## config.mk

```make
export PLATFORM = sky130hd
export DESIGN_NAME = data_mem_arbiter
export DESIGN_NICKNAME = d
export VERILOG_FILES = /design/src/rtl/mem_arb_pkg.sv /design/src/rtl/data_mem_arbiter_rr_select.sv /design/src/rtl/data_mem_arbiter.sv
export SDC_FILE = /design/constraint.sdc
export NUM_CORES = 1
export LEC_CHECK = 0
export CORE_AREA = 3 3 119 121
export CTS_BUF_LIST = sky130_fd_sc_hd__clkbuf_16
export DETAILED_ROUTE_END_ITERATION = 8
export DIE_AREA = 0 0 122 124
export SLEW_MARGIN = 15
export SYNTH_ARGS = -nofsm -noshare
export SYNTH_HDL_FRONTEND = slang
export SYNTH_SLANG_ARGS = --single-unit
export TNS_END_PERCENT = 5
```

## constraint.sdc

```tcl
create_clock -name clock -period 3.41 [get_ports clock]
set_clock_uncertainty 0.15 [all_clocks]
set_input_delay 0.5115 -clock clock [delete_from_list [all_inputs] [get_ports clock]]
set_output_delay 0.5115 -clock clock [all_outputs]
set_load 0.03 [all_outputs]
```

## src/rtl/mem_arb_pkg.sv

```systemverilog
// Shared definitions for the data memory arbiter: FSM encoding, access size
// codes (must match data_memory), address segment bases, and the bundled
// request type the arbiter muxes onto the memory port.
package mem_arb_pkg;

  // Arbiter FSM encoding
  localparam logic [1:0] ST_IDLE = 2'd0;
  localparam logic [1:0] ST_BUSY = 2'd1;
  localparam logic [1:0] ST_ACK  = 2'd2;

  // Access size codes understood by data_memory
  localparam logic [1:0] SIZE_BYTE = 2'd0;
  localparam logic [1:0] SIZE_HALF = 2'd1;
  localparam logic [1:0] SIZE_WORD = 2'd2;

  // Upper-halfword segment bases of the address map
  localparam logic [15:0] SEG_DATA   = 16'h1000;
  localparam logic [15:0] SEG_STACK  = 16'h7fff;
  localparam logic [15:0] SEG_SERIAL = 16'hffff;

  // One requester's access as presented to the memory port
  typedef struct packed {
    logic [31:0] addr;
    logic [31:0] wdata;
    logic        we;
    logic [1:0]  size;
  } mem_req_t;

endpackage

```

## src/rtl/data_mem_arbiter_rr_select.sv

```systemverilog
// Purpose : two-input round-robin picker; on a tie the requester that was
//           not granted last wins.
// Latency : purely combinational. Backpressure: none, caller samples result.
// Ports   : req0/req1 request levels, last = previously granted requester,
//           grant_vld = some request present, winner = chosen requester.
module rr_select (
  input  logic req0,
  input  logic req1,
  input  logic last,
  output logic grant_vld,
  output logic winner
);

  assign grant_vld = req0 | req1;
  // Lone request wins outright; a tie goes to the one not served last.
  assign winner    = (req0 & req1) ? ~last : req1;

endmodule

```

## src/rtl/data_mem_arbiter.sv

```systemverilog
// Purpose : shares the single data_memory request port between the CPU
//           load/store unit (r0) and the serial loader / debug DMA (r1).
// Latency : request seen in IDLE at edge N, memory driven in N+1, ack in N+2;
//           3 cycles per access unlocked, 2 cycles per access while locked.
// Backpressure: requesters hold req and access fields stable until ack;
//           the losing requester simply waits with req held.
// Ports   : clock/reset; per requester req/lock/addr/wdata/we/size in and
//           ack/rdata out; mem_* drive data_memory, mem_readdata_in returns
//           its combinational read data.
module data_mem_arbiter
  import mem_arb_pkg::*;
#(
  parameter int LOCK_MAX = 4
) (
  input  logic        clock,
  input  logic        reset,

  input  logic        r0_req_in,
  input  logic        r0_lock_in,
  input  logic [31:0] r0_addr_in,
  input  logic [31:0] r0_wdata_in,
  input  logic        r0_we_in,
  input  logic [1:0]  r0_size_in,
  output logic        r0_ack_out,
  output logic [31:0] r0_rdata_out,

  input  logic        r1_req_in,
  input  logic        r1_lock_in,
  input  logic [31:0] r1_addr_in,
  input  logic [31:0] r1_wdata_in,
  input  logic        r1_we_in,
  input  logic [1:0]  r1_size_in,
  output logic        r1_ack_out,
  output logic [31:0] r1_rdata_out,

  output logic [31:0] mem_addr_out,
  output logic [31:0] mem_writedata_out,
  output logic        mem_re_out,
  output logic        mem_we_out,
  output logic [1:0]  mem_size_out,
  input  logic [31:0] mem_readdata_in
);

  localparam int              CW         = $clog2(LOCK_MAX + 1);
  localparam logic [CW-1:0]   LOCK_LIMIT = CW'(LOCK_MAX);

  logic [1:0]    state;
  logic          owner;
  logic          last;
  logic [CW-1:0] lock_cnt;
  logic [31:0]   rdata;

  logic          grant_vld;
  logic          winner;

  mem_req_t      r0_acc;
  mem_req_t      r1_acc;
  mem_req_t      cur;
  logic          owner_req;
  logic          owner_lock;
  logic          busy;
  logic          ack_phase;

  assign r0_acc     = '{r0_addr_in, r0_wdata_in, r0_we_in, r0_size_in};
  assign r1_acc     = '{r1_addr_in, r1_wdata_in, r1_we_in, r1_size_in};
  assign cur        = owner ? r1_acc : r0_acc;
  assign owner_req  = owner ? r1_req_in  : r0_req_in;
  assign owner_lock = owner ? r1_lock_in : r0_lock_in;

  rr_select u_rr_select (
    .req0      (r0_req_in),
    .req1      (r1_req_in),
    .last      (last),
    .grant_vld (grant_vld),
    .winner    (winner)
  );

  always_ff @(posedge clock or posedge reset) begin
    if (reset) begin
      state    <= ST_IDLE;
      owner    <= 1'b0;
      last     <= 1'b1;   // requester 0 takes the first tie
      lock_cnt <= '0;
      rdata    <= '0;
    end else begin
      case (state)
        ST_IDLE: begin
          if (grant_vld) begin
            owner    <= winner;
            lock_cnt <= CW'(1);
            state    <= ST_BUSY;
          end
        end
        ST_BUSY: begin
          rdata <= cur.we ? 32'h0 : mem_readdata_in;
          last  <= owner;
          state <= ST_ACK;
        end
        ST_ACK: begin
          // A locked owner has already presented its next access, so go
          // straight back to BUSY until the lock budget runs out. Since
          // last == owner by now, a waiting peer wins the following IDLE.
          if (owner_req && owner_lock && (lock_cnt < LOCK_LIMIT)) begin
            lock_cnt <= lock_cnt + CW'(1);
            state    <= ST_BUSY;
          end else begin
            state <= ST_IDLE;
          end
        end
        default: state <= ST_IDLE;
      endcase
    end
  end

  // Memory port is driven only in BUSY; reset forces IDLE, clearing it at once.
  assign busy              = (state == ST_BUSY);
  assign mem_addr_out      = busy ? cur.addr  : 32'h0;
  assign mem_writedata_out = busy ? cur.wdata : 32'h0;
  assign mem_re_out        = busy & ~cur.we;
  assign mem_we_out        = busy &  cur.we;
  assign mem_size_out      = busy ? cur.size  : 2'b00;

  assign ack_phase    = (state == ST_ACK);
  assign r0_ack_out   = ack_phase & ~owner;
  assign r1_ack_out   = ack_phase &  owner;
  assign r0_rdata_out = r0_ack_out ? rdata : 32'h0;
  assign r1_rdata_out = r1_ack_out ? rdata : 32'h0;

endmodule

```

Word level (Yosys, flattened, before mapping)
Index checks and enable logic that the tools add are counted.
{"block": "totals", "in_bits": 172, "output_inout_bits": 134, "ff_bits": 39, "wordCells": 42}
{"block": "op_classes", "n_bitwise": 9, "add_sub_neg": 1, "order_cmp": 1, "mux": 16, "n_reduce_logical": 6, "n_eq_ne": 4}
{"cell": "$mux W32", "count": 5}
{"cell": "$mux W67", "count": 1}
{"cell": "$mux W3", "count": 2}
{"cell": "$pmux W2 S3", "count": 1}
{"cell": "$pmux W3 S2", "count": 1}
{"cell": "$and A1 B1 Y1", "count": 5}
{"cell": "$mux W1", "count": 4}
{"cell": "$mux W2", "count": 2}
{"cell": "$add A3 B1 Y3 const B", "count": 1}
{"cell": "$lt A3 B3 Y1 const B", "count": 1}
{"cell": "$not A1 Y1", "count": 3}
{"cell": "$reduce_and A3 Y1", "count": 1}
{"cell": "$eq A2 B1 Y1 const B", "count": 1}
{"cell": "$eq A2 B2 Y1 const B", "count": 1}
{"cell": "$logic_and A1 B1 Y1", "count": 2}
{"cell": "$logic_not A2 Y1", "count": 1}
{"cell": "$ne A2 B1 Y1 const B", "count": 1}
{"cell": "$ne A2 B2 Y1 const B", "count": 1}
{"cell": "$reduce_and A2 Y1", "count": 1}
{"cell": "$reduce_bool A2 Y1", "count": 1}
{"cell": "$or A1 B1 Y1", "count": 1}

Longest topological paths before layout
Gate-level depths: netlist (run 1).
{"block": "depth", "word_depth": 5, "depth_mapped": 6, "ltp_nobuf": 4}

By module
From an unflattened synthesis (run 1), not the netlist that was laid out.
{"block": "unflattened", "cells_unflattened": 338, "hier_area_um2": 3001.6}
{"module": "data_mem_arbiter", "area_per_inst_um2": 2987.9, "cells_per_inst": 336, "n_inst": 1, "seq_area_each_um2": 977.2}
{"module": "rr_select", "area_per_inst_um2": 13.8, "cells_per_inst": 2, "n_inst": 1, "seq_area_each_um2": 0.0}

Worst setup path before layout (run 1)
Ideal clock, no wire load.
{"block": "synth_timing", "path_type": "register -> output", "from": "register state[0]", "to": "output port r0_rdata_out[22]", "setup_slack_ps": 1369, "required_ps": 2748, "stages_incl_launch_ff": 5, "arrival_ps": 1379, "cell_sequence": "dfrtp_1 > nand2b_1 > nor2_1 > buf_2 > and2_1"}
{"block": "synth_via", "elab_chain_cells": 3}
{"item": "from (decl)", "line": "data_mem_arbiter.sv:47", "text": "logic [1:0] state;"}
{"item": "from (signal assigned)", "line": "data_mem_arbiter.sv:80", "text": "state <= ST_IDLE;"}
{"item": "from (signal assigned)", "line": "data_mem_arbiter.sv:91", "text": "state <= ST_BUSY;"}
{"item": "from (signal assigned)", "line": "data_mem_arbiter.sv:97", "text": "state <= ST_ACK;"}
{"item": "$eq A2 B2 Y1", "line": "data_mem_arbiter.sv:123", "text": "assign ack_phase = (state == ST_ACK);"}
{"item": "$and A1 B1 Y1", "line": "data_mem_arbiter.sv:124", "text": "assign r0_ack_out = ack_phase & ~owner;"}
{"item": "named net r0_ack_out", "line": "data_mem_arbiter.sv:24", "text": "output logic r0_ack_out,"}
{"item": "$mux W32", "line": "data_mem_arbiter.sv:126", "text": "assign r0_rdata_out = r0_ack_out ? rdata : 32'h0;"}
{"item": "to (decl)", "line": "data_mem_arbiter.sv:25", "text": "output logic [31:0] r0_rdata_out,"}
The timed path passes the listed nets, and every way through them passes these cells.

Final worst setup path (run 1)
{"block": "layout_timing", "from": "register owner", "to": "output port r1_rdata_out[0]"}
{"block": "layout_via", "elab_chain_cells": 2}
{"item": "from (decl)", "line": "data_mem_arbiter.sv:48", "text": "logic owner;"}
{"item": "from (signal assigned)", "line": "data_mem_arbiter.sv:89", "text": "owner <= winner;"}
{"item": "$and A1 B1 Y1", "line": "data_mem_arbiter.sv:125", "text": "assign r1_ack_out = ack_phase & owner;"}
{"item": "$mux W32", "line": "data_mem_arbiter.sv:127", "text": "assign r1_rdata_out = r1_ack_out ? rdata : 32'h0;"}
{"item": "to (decl)", "line": "data_mem_arbiter.sv:34", "text": "output logic [31:0] r1_rdata_out,"}
Every way passes these cells.

==> metrics.md, run 1 <==
| Metric | Value |
|---|---|
| Status | `complete, no violations` |
| Register area share after synthesis | `33.39%` |
| # H-tree levels | `2` |
| Fmax | `338.9 MHz` |
| DPL Wire Length | `10760 um` |
| PortBufs | `305` |
| Final setup fails | `0` |
| GR peak layer | `met2` |
| Critical Path Sink Type | `output port` |
| Drt drc | `0` |
| Worst Tran Pin Value | `0.8463 ns` |
| CTS sink cnt | `39` |
| First-pass DRT Iterations | `4` |
| Maxcap violations | `0` |
| Max Slew Vio Count | `0` |
| CP Cell Sequence | `inv_1, nor2_2, buf_4, and2_1, clkdlybuf4s50_1` |
| Main flop type after synthesis | `dfrtp_1` |
| Vias in the first global route | `3441` |
| Die X | `122 um` |
| Fin. Hold Viols | `0` |
| Pin count of the biggest net entering global routing | `78` |
| Post-Syn Area | `0.002927 sq mm` |
| WS Path Type | `flop to output port` |
| Slowest cell on crit path | `clkdlybuf4s50_1` |
| Syn Nets | `497` |
| Clk Latency, worst-skew pair | `0.27 ns` |
| M1 GR Usage | `18.68%` |
| WL/cell | `16.70 um` |
| Final worst path period need | `2.950 ns` |
| Worst-path clk slew | `0.05 ns` |
| Initial antenna violation count | `0` |
| Cells after Synth | `324` |
| Core area | `0.01319 sq mm` |
| Nature of the critical path startpoint | `flop` |
| Num CTS Buffers | `5` |
| Ys Warns | `0` |
| P_leak | `2.698 nW` |
| Maximum fanout along the worst path | `33` |
| Worst vdd ir | `422.0 uV` |
| CTS tree | `yes` |
| Placement Cell Area | `0.006123 sq mm` |
| DR iter-0 viols | `136` |
| Clock Path Buffers | `2` |
| Syn_area_per_cell | `9.033 sq um` |
| Post-synth top area cell | `dfrtp_1` |
| # rows | `42` |
| Commonest non-fill, non-tap cell in the layout | `clkdlybuf4s50_1` |
| Layout cell share with drive strength beyond 1 | `3.896%` |
| Async SR Flop Fraction | `100.0%` |
| Min-delay worst type | `flop to flop` |
| GR Layer Usage met3 | `6.494%` |
| Critical path's largest stage delay | `0.70 ns` |
| Total Die Area | `0.01513 sq mm` |
| Vias/cell | `4.352` |
| # hold bufs at CTS | `0` |
| Top cell type's share of synthesized area | `32.49%` |
| Post-synth EDFFs | `0` |
| Most frequent cells in the layout | `clkdlybuf4s50_1 (304), nor2_1 (68), mux2i_1 (68)` |
| GPL Wtd Cong | `0.9092` |
| Area Overhead vs Synth | `114.9%` |
| Top Ports | `306` |
| Initial Utilization | `22.19%` |
| Routed WL | `13240 um` |
| Remaining global-route overflow | `0` |
| Number of synthesized register bits | `39` |
| Netlist cell types | `24` |
| CTS root buf | `clkbuf_16` |
| Die H | `124 um` |
| Unrepaired setup endpoints after global routing | `false` |
| Net count, final | `788` |
| Synth area leaders | `dfrtp_1 (32%), mux2i_1 (23%), and2_1 (14%)` |
| Setup TNS | `0 ns` |
| Worst Path Required | `2.75 ns` |
| Final ANT Viol Nets | `0` |
| Vias | `3451` |
| Max_slew headroom | `43.58%` |
| Global-route wire length before repair | `19060 um` |
| GR Layer Usage met2 | `27.69%` |
| Post-Layout Inst Area | `0.006290 sq mm` |
| Final period util | `86.52%` |
| Post_cts resized | `0` |
| Post-CTS setup buffers | `0` |
| Crit path DAT | `2.29 ns` |
| Gr usage total | `16.06%` |
| Pwr Density | `694.0 mW/mm^2` |
## power by group
part           total (mW)  switching (mW)  internal (mW)
registers           0.901           0.206          0.695
clock network       0.510           0.169          0.341
logic                2.95            1.62           1.34
total                4.36            1.99           2.37
## area by class of cell
type                            count  area (sq um)
Timing Repair Buffer              313          3123
Antenna cell                        1         2.502
Clock inverter                      3         38.79
Inverter                            3         11.26
Clock buffer                        5         125.1
Sequential cell                    39         980.9
Fill cell                        1224          6900
Multi-Input combinational cell    253          1788
Tap cell                          176         220.2
## stage by stage
stage          std cells  total power, mW  util [%]  hold WS (ns)  worst slack, ns
3_5_place_dp         784            3.880     46.42        0.3340           0.7188
6_report             793            4.365     47.69        0.3401           0.4596
4_1_cts              792            4.425     47.67        0.3408           0.4187
3_3_place_gp         784            3.860     46.42        0.3222           0.7739
5_1_grt              792            4.640     47.67        0.3497           0.3516
2_1_floorplan        324            2.733         -        0.3056            1.369
## path summary, 6_finish.rpt
check,from,end,slack [ns],cells after the start
worst min register to register,lock_cnt[0]$_DFFE_PP0P_,lock_cnt[0]$_DFFE_PP0P_,0.34,1
min in group asynchronous,reset,rdata[17]$_DFFE_PP0N_,0.57,2
max in group asynchronous,reset,last$_DFFE_PP1N_,1.84,3
worst min-delay path,lock_cnt[0]$_DFFE_PP0P_,lock_cnt[0]$_DFFE_PP0P_,0.34,1
worst max-delay path,owner$_DFFE_PP0P_,r1_rdata_out[0],0.46,5
worst max register to register,state[1]$_DFFE_PP0P_,rdata[22]$_DFFE_PP0N_,1.33,5
## sequential cells by signal (all words and copies together) (netlist names)
name	count
rdata	32
lock_cnt	3
state	2
last	1
owner	1
## metal layers
metal	wire, um	vias to the layer above
li1	-	1676
met1	5176	1592
met2	6465	171
met3	1380	12
met4	220	0
met5	0	-
## kinds of logic after synthesis
kind of cell             after synthesis  share of synthesized area, %
flip-flops                            39                         33.39
buffers and inverters                 32                         5.942
adder cells (fa/ha/maj)                1                        0.4275
AND/OR/NAND/NOR                      144                         25.05
AO/OA/AOI/OAI                         39                         11.54
multiplexers                          69                         23.64
## worst max-delay path: cells and delay by family, from the launching register on
family	cells	cell delay (ns)
buffers and inverters	3	1.09
DFF	1	0.62
and+or+nand+nor	2	0.29
## synth_stat cells, types with 2 or more instances
cell      number
inv_1          3
a21oi_1        2
and2_1        65
clkbuf_1      10
buf_6          3
buf_2          7
mux2i_1       68
nand2_1        2
nor2_1        70
dfrtp_1       38
buf_4          6
a22o_1        33
nand2b_1       4
buf_1          3
No activity file was read; power rests on OpenSTA's default activity.
==> run 2: changes to the inputs <==
--- a/config.mk
+++ b/config.mk
@@ -9,6 +9,7 @@
 export CTS_BUF_LIST = sky130_fd_sc_hd__clkbuf_16
 export DETAILED_ROUTE_END_ITERATION = 8
 export DIE_AREA = 0 0 122 124
+export SETUP_SLACK_MARGIN = 0.4
 export SLEW_MARGIN = 15
 export SYNTH_ARGS = -nofsm -noshare
 export SYNTH_HDL_FRONTEND = slang
==> run 2 against run 1 <==
Global-route usage unchanged; design area increased by 0.22%; hold slack is essentially flat; critical path type unchanged; highest routed layer unchanged.
==> metrics.md, run 2 (synthesis results as in run 1) <==
| Metric | Value |
|---|---|
| Status | `complete, no violations` |
| First-pass DRT Iterations | `4 (unchanged)` |
| Critical Path Sink Type | `output port` |
| Global-route wire length before repair | `19060 um (unchanged)` |
| Final worst path period need | `2.907 ns (-0.04323 ns)` |
| Most frequent cells in the layout | `clkdlybuf4s50_1 (304), nor2_1 (68), mux2i_1 (68)` |
| Layout cell share with drive strength beyond 1 | `4.052% (+0.16 points)` |
| R2R setup slack | `1.33 ns (about the same)` |
| CTS sink cnt | `39 (unchanged)` |
| Top reg by flops | `rdata` |
| WS Path Type | `flop to output port` |
| Clk Latency, worst-skew pair | `0.27 ns (about the same)` |
| Worst Tran Pin Value | `0.8430 ns (-0.003295 ns)` |
| Commonest non-fill, non-tap cell in the layout | `clkdlybuf4s50_1` |
| CTS tree | `yes` |
| Net count, final | `789 (+0.13%)` |
| Unrepaired setup endpoints after global routing | `true` |
| Final setup fails | `0 (unchanged)` |
| Core area | `0.01319 sq mm (unchanged)` |
| Worst reg2reg path depth | `5 (unchanged)` |
| Area Overhead vs Synth | `115.4%` |
| Crit path launch | `state[1]$_DFFE_PP0P_` |
| Worst-path clk slew | `0.05 ns (about the same)` |
| Top Ports | `306 (unchanged)` |
| Setup TNS | `0 ns (unchanged)` |
| Remaining global-route overflow | `0 (unchanged)` |
| Die H | `124 um (unchanged)` |
| Die X | `122 um (unchanged)` |
| Vias | `3456 (+0.14%)` |
| Maxcap violations | `0 (unchanged)` |
| DPL Wire Length | `10760 um (unchanged)` |
| Max Slew Vio Count | `0 (unchanged)` |
| CTS root buf | `clkbuf_16` |
| # rows | `42 (unchanged)` |
| Maximum fanout along the worst path | `77 (+130%)` |
| Worst Path Required | `2.75 ns (about the same)` |
| Pin count of the biggest net entering global routing | `78 (unchanged)` |
| Gr usage total | `16.06% (unchanged)` |
| Routed WL | `13330 um (+0.65%)` |
| Clock Path Buffers | `2 (unchanged)` |
| FF-to-FF Start | `state[1]$_DFFE_PP0P_` |
| Nature of the critical path startpoint | `flop` |
| Num CTS Buffers | `5 (unchanged)` |
| PortBufs | `305 (unchanged)` |
| Fin. Hold Viols | `0 (unchanged)` |
| Total Die Area | `0.01513 sq mm (unchanged)` |
| CP Capture Point | `mem_writedata_out[27]` |
| Final period util | `85.25% (-1.3 points)` |
| Post_cts resized | `0 (unchanged)` |
| Hold slack | `0.3401 ns (+0.000007000 ns)` |
| Final ANT Viol Nets | `0 (unchanged)` |
| # H-tree levels | `2 (unchanged)` |
| P_leak | `2.705 nW (+0.27%)` |
| Drt drc | `0 (unchanged)` |
| Largest regs | `rdata x32, lock_cnt x3, state x2` |
| # hold bufs at CTS | `0 (unchanged)` |
| FILL cells | `1226 (+0.16%)` |
| WL/cell | `16.79 um (+0.52%)` |
| Worst R2R End | `rdata[22]$_DFFE_PP0N_` |
| Initial antenna violation count | `0 (unchanged)` |
| Pwr Density | `695.6 mW/mm^2 (+0.24%)` |
| GPL Wtd Cong | `0.9092 (unchanged)` |
| Max FFs per register | `32 (unchanged)` |
| Pre-CTS setup slack | `0.7188 ns (unchanged)` |
| Min-delay worst type | `flop to flop` |
| Vias in the first global route | `3441 (unchanged)` |
| Worst vdd ir | `410.1 uV (-2.8%)` |
| Fmax | `344.0 MHz (+1.5%)` |
| Initial Utilization | `22.19% (unchanged)` |
| Crit path DAT | `2.25 ns (-0.04 ns)` |
| Final WS setup | `0.5028 ns (+0.04323 ns)` |
| DR iter-0 viols | `143 (+5.1%)` |
| Max_slew headroom | `43.74% (+0.16 points)` |
| Vias/cell | `4.353 (about the same)` |
==> run 2: changes by cell type in the layout (fill, tap and decap cells not counted) <==
| cell | previous run | this run |
|---|---|---|
| clkbuf_8 | 0 | 1 |
==> run 2: worst max-delay path, stage by stage, from the launching register on <==
cell	delay [ns]
dfrtp_1	0.40
nand2b_4	0.51
nor2_1	0.32
clkdlybuf4s50_1	0.71
==> run 2: repair_timing <==
action	in CTS	in global routing
endpoints found under the setup margin	0	28
endpoints found under the hold margin	0	0
setup buffers	0	1
==> run 2: metal layers <==
layer	vias to the layer above	wire, um	global-route usage, %
met2	171	6512	27.69
met1	1594	5224	18.68
met5	-	0	0
met3	14	1371	6.494
li1	1677	-	-
met4	0	220	3.852
==> run 2: layout make-up <==
class,count,area (sq um),area share (%)
inverters,3,11.26,0.1786
repair buffers,314,3137,49.76
well taps,176,220.2,3.493
diodes,1,2.502,0.03970
clock inverters,3,38.79,0.6153
multi-input cells,253,1788,28.36
flip-flops and latches,39,980.9,15.56
clock buffers,5,125.1,1.985
==> run 2: worst min-delay path by stage <==
stage,to,from,cells past startpoint,slack [ns]
2_1_floorplan,last$_DFFE_PP1N_,last$_DFFE_PP1N_,2,0.31
3_3_place_gp,lock_cnt[0]$_DFFE_PP0P_,lock_cnt[0]$_DFFE_PP0P_,1,0.32
3_5_place_dp,last$_DFFE_PP1N_,last$_DFFE_PP1N_,2,0.33
4_1_cts,last$_DFFE_PP1N_,last$_DFFE_PP1N_,2,0.34
5_1_grt,last$_DFFE_PP1N_,last$_DFFE_PP1N_,2,0.35
6_report,last$_DFFE_PP1N_,last$_DFFE_PP1N_,2,0.34
==> run 2: where the power goes <==
part	switching, mW	total, mW	leakage (nW)	internal, mW
sequential	0.186	0.882	0.501	0.695
combinational	1.64	2.99	2.12	1.35
clock	0.169	0.510	0.0812	0.341
==> run 2: stage by stage <==
step           instances  power, mW  util [%]  area, sq um
2_1_floorplan        324      2.733         -         2927
3_3_place_gp         784      3.860     46.42         6123
3_5_place_dp         784      3.880     46.42         6123
4_1_cts              792      4.425     47.67         6287
5_1_grt              793      4.662     47.77         6301
6_report             794      4.385     47.79         6304
==> run 3: changes to the inputs <==
--- a/config.mk
+++ b/config.mk
@@ -5,6 +5,7 @@
 export SDC_FILE = /design/constraint.sdc
 export NUM_CORES = 1
 export LEC_CHECK = 0
+export ABC_CLOCK_PERIOD_IN_PS = 3410
 export CORE_AREA = 3 3 119 121
 export CTS_BUF_LIST = sky130_fd_sc_hd__clkbuf_16
 export DETAILED_ROUTE_END_ITERATION = 8
==> results of run 3 <==
No change in the layout: final DEF, timing and power equal those of run 2.
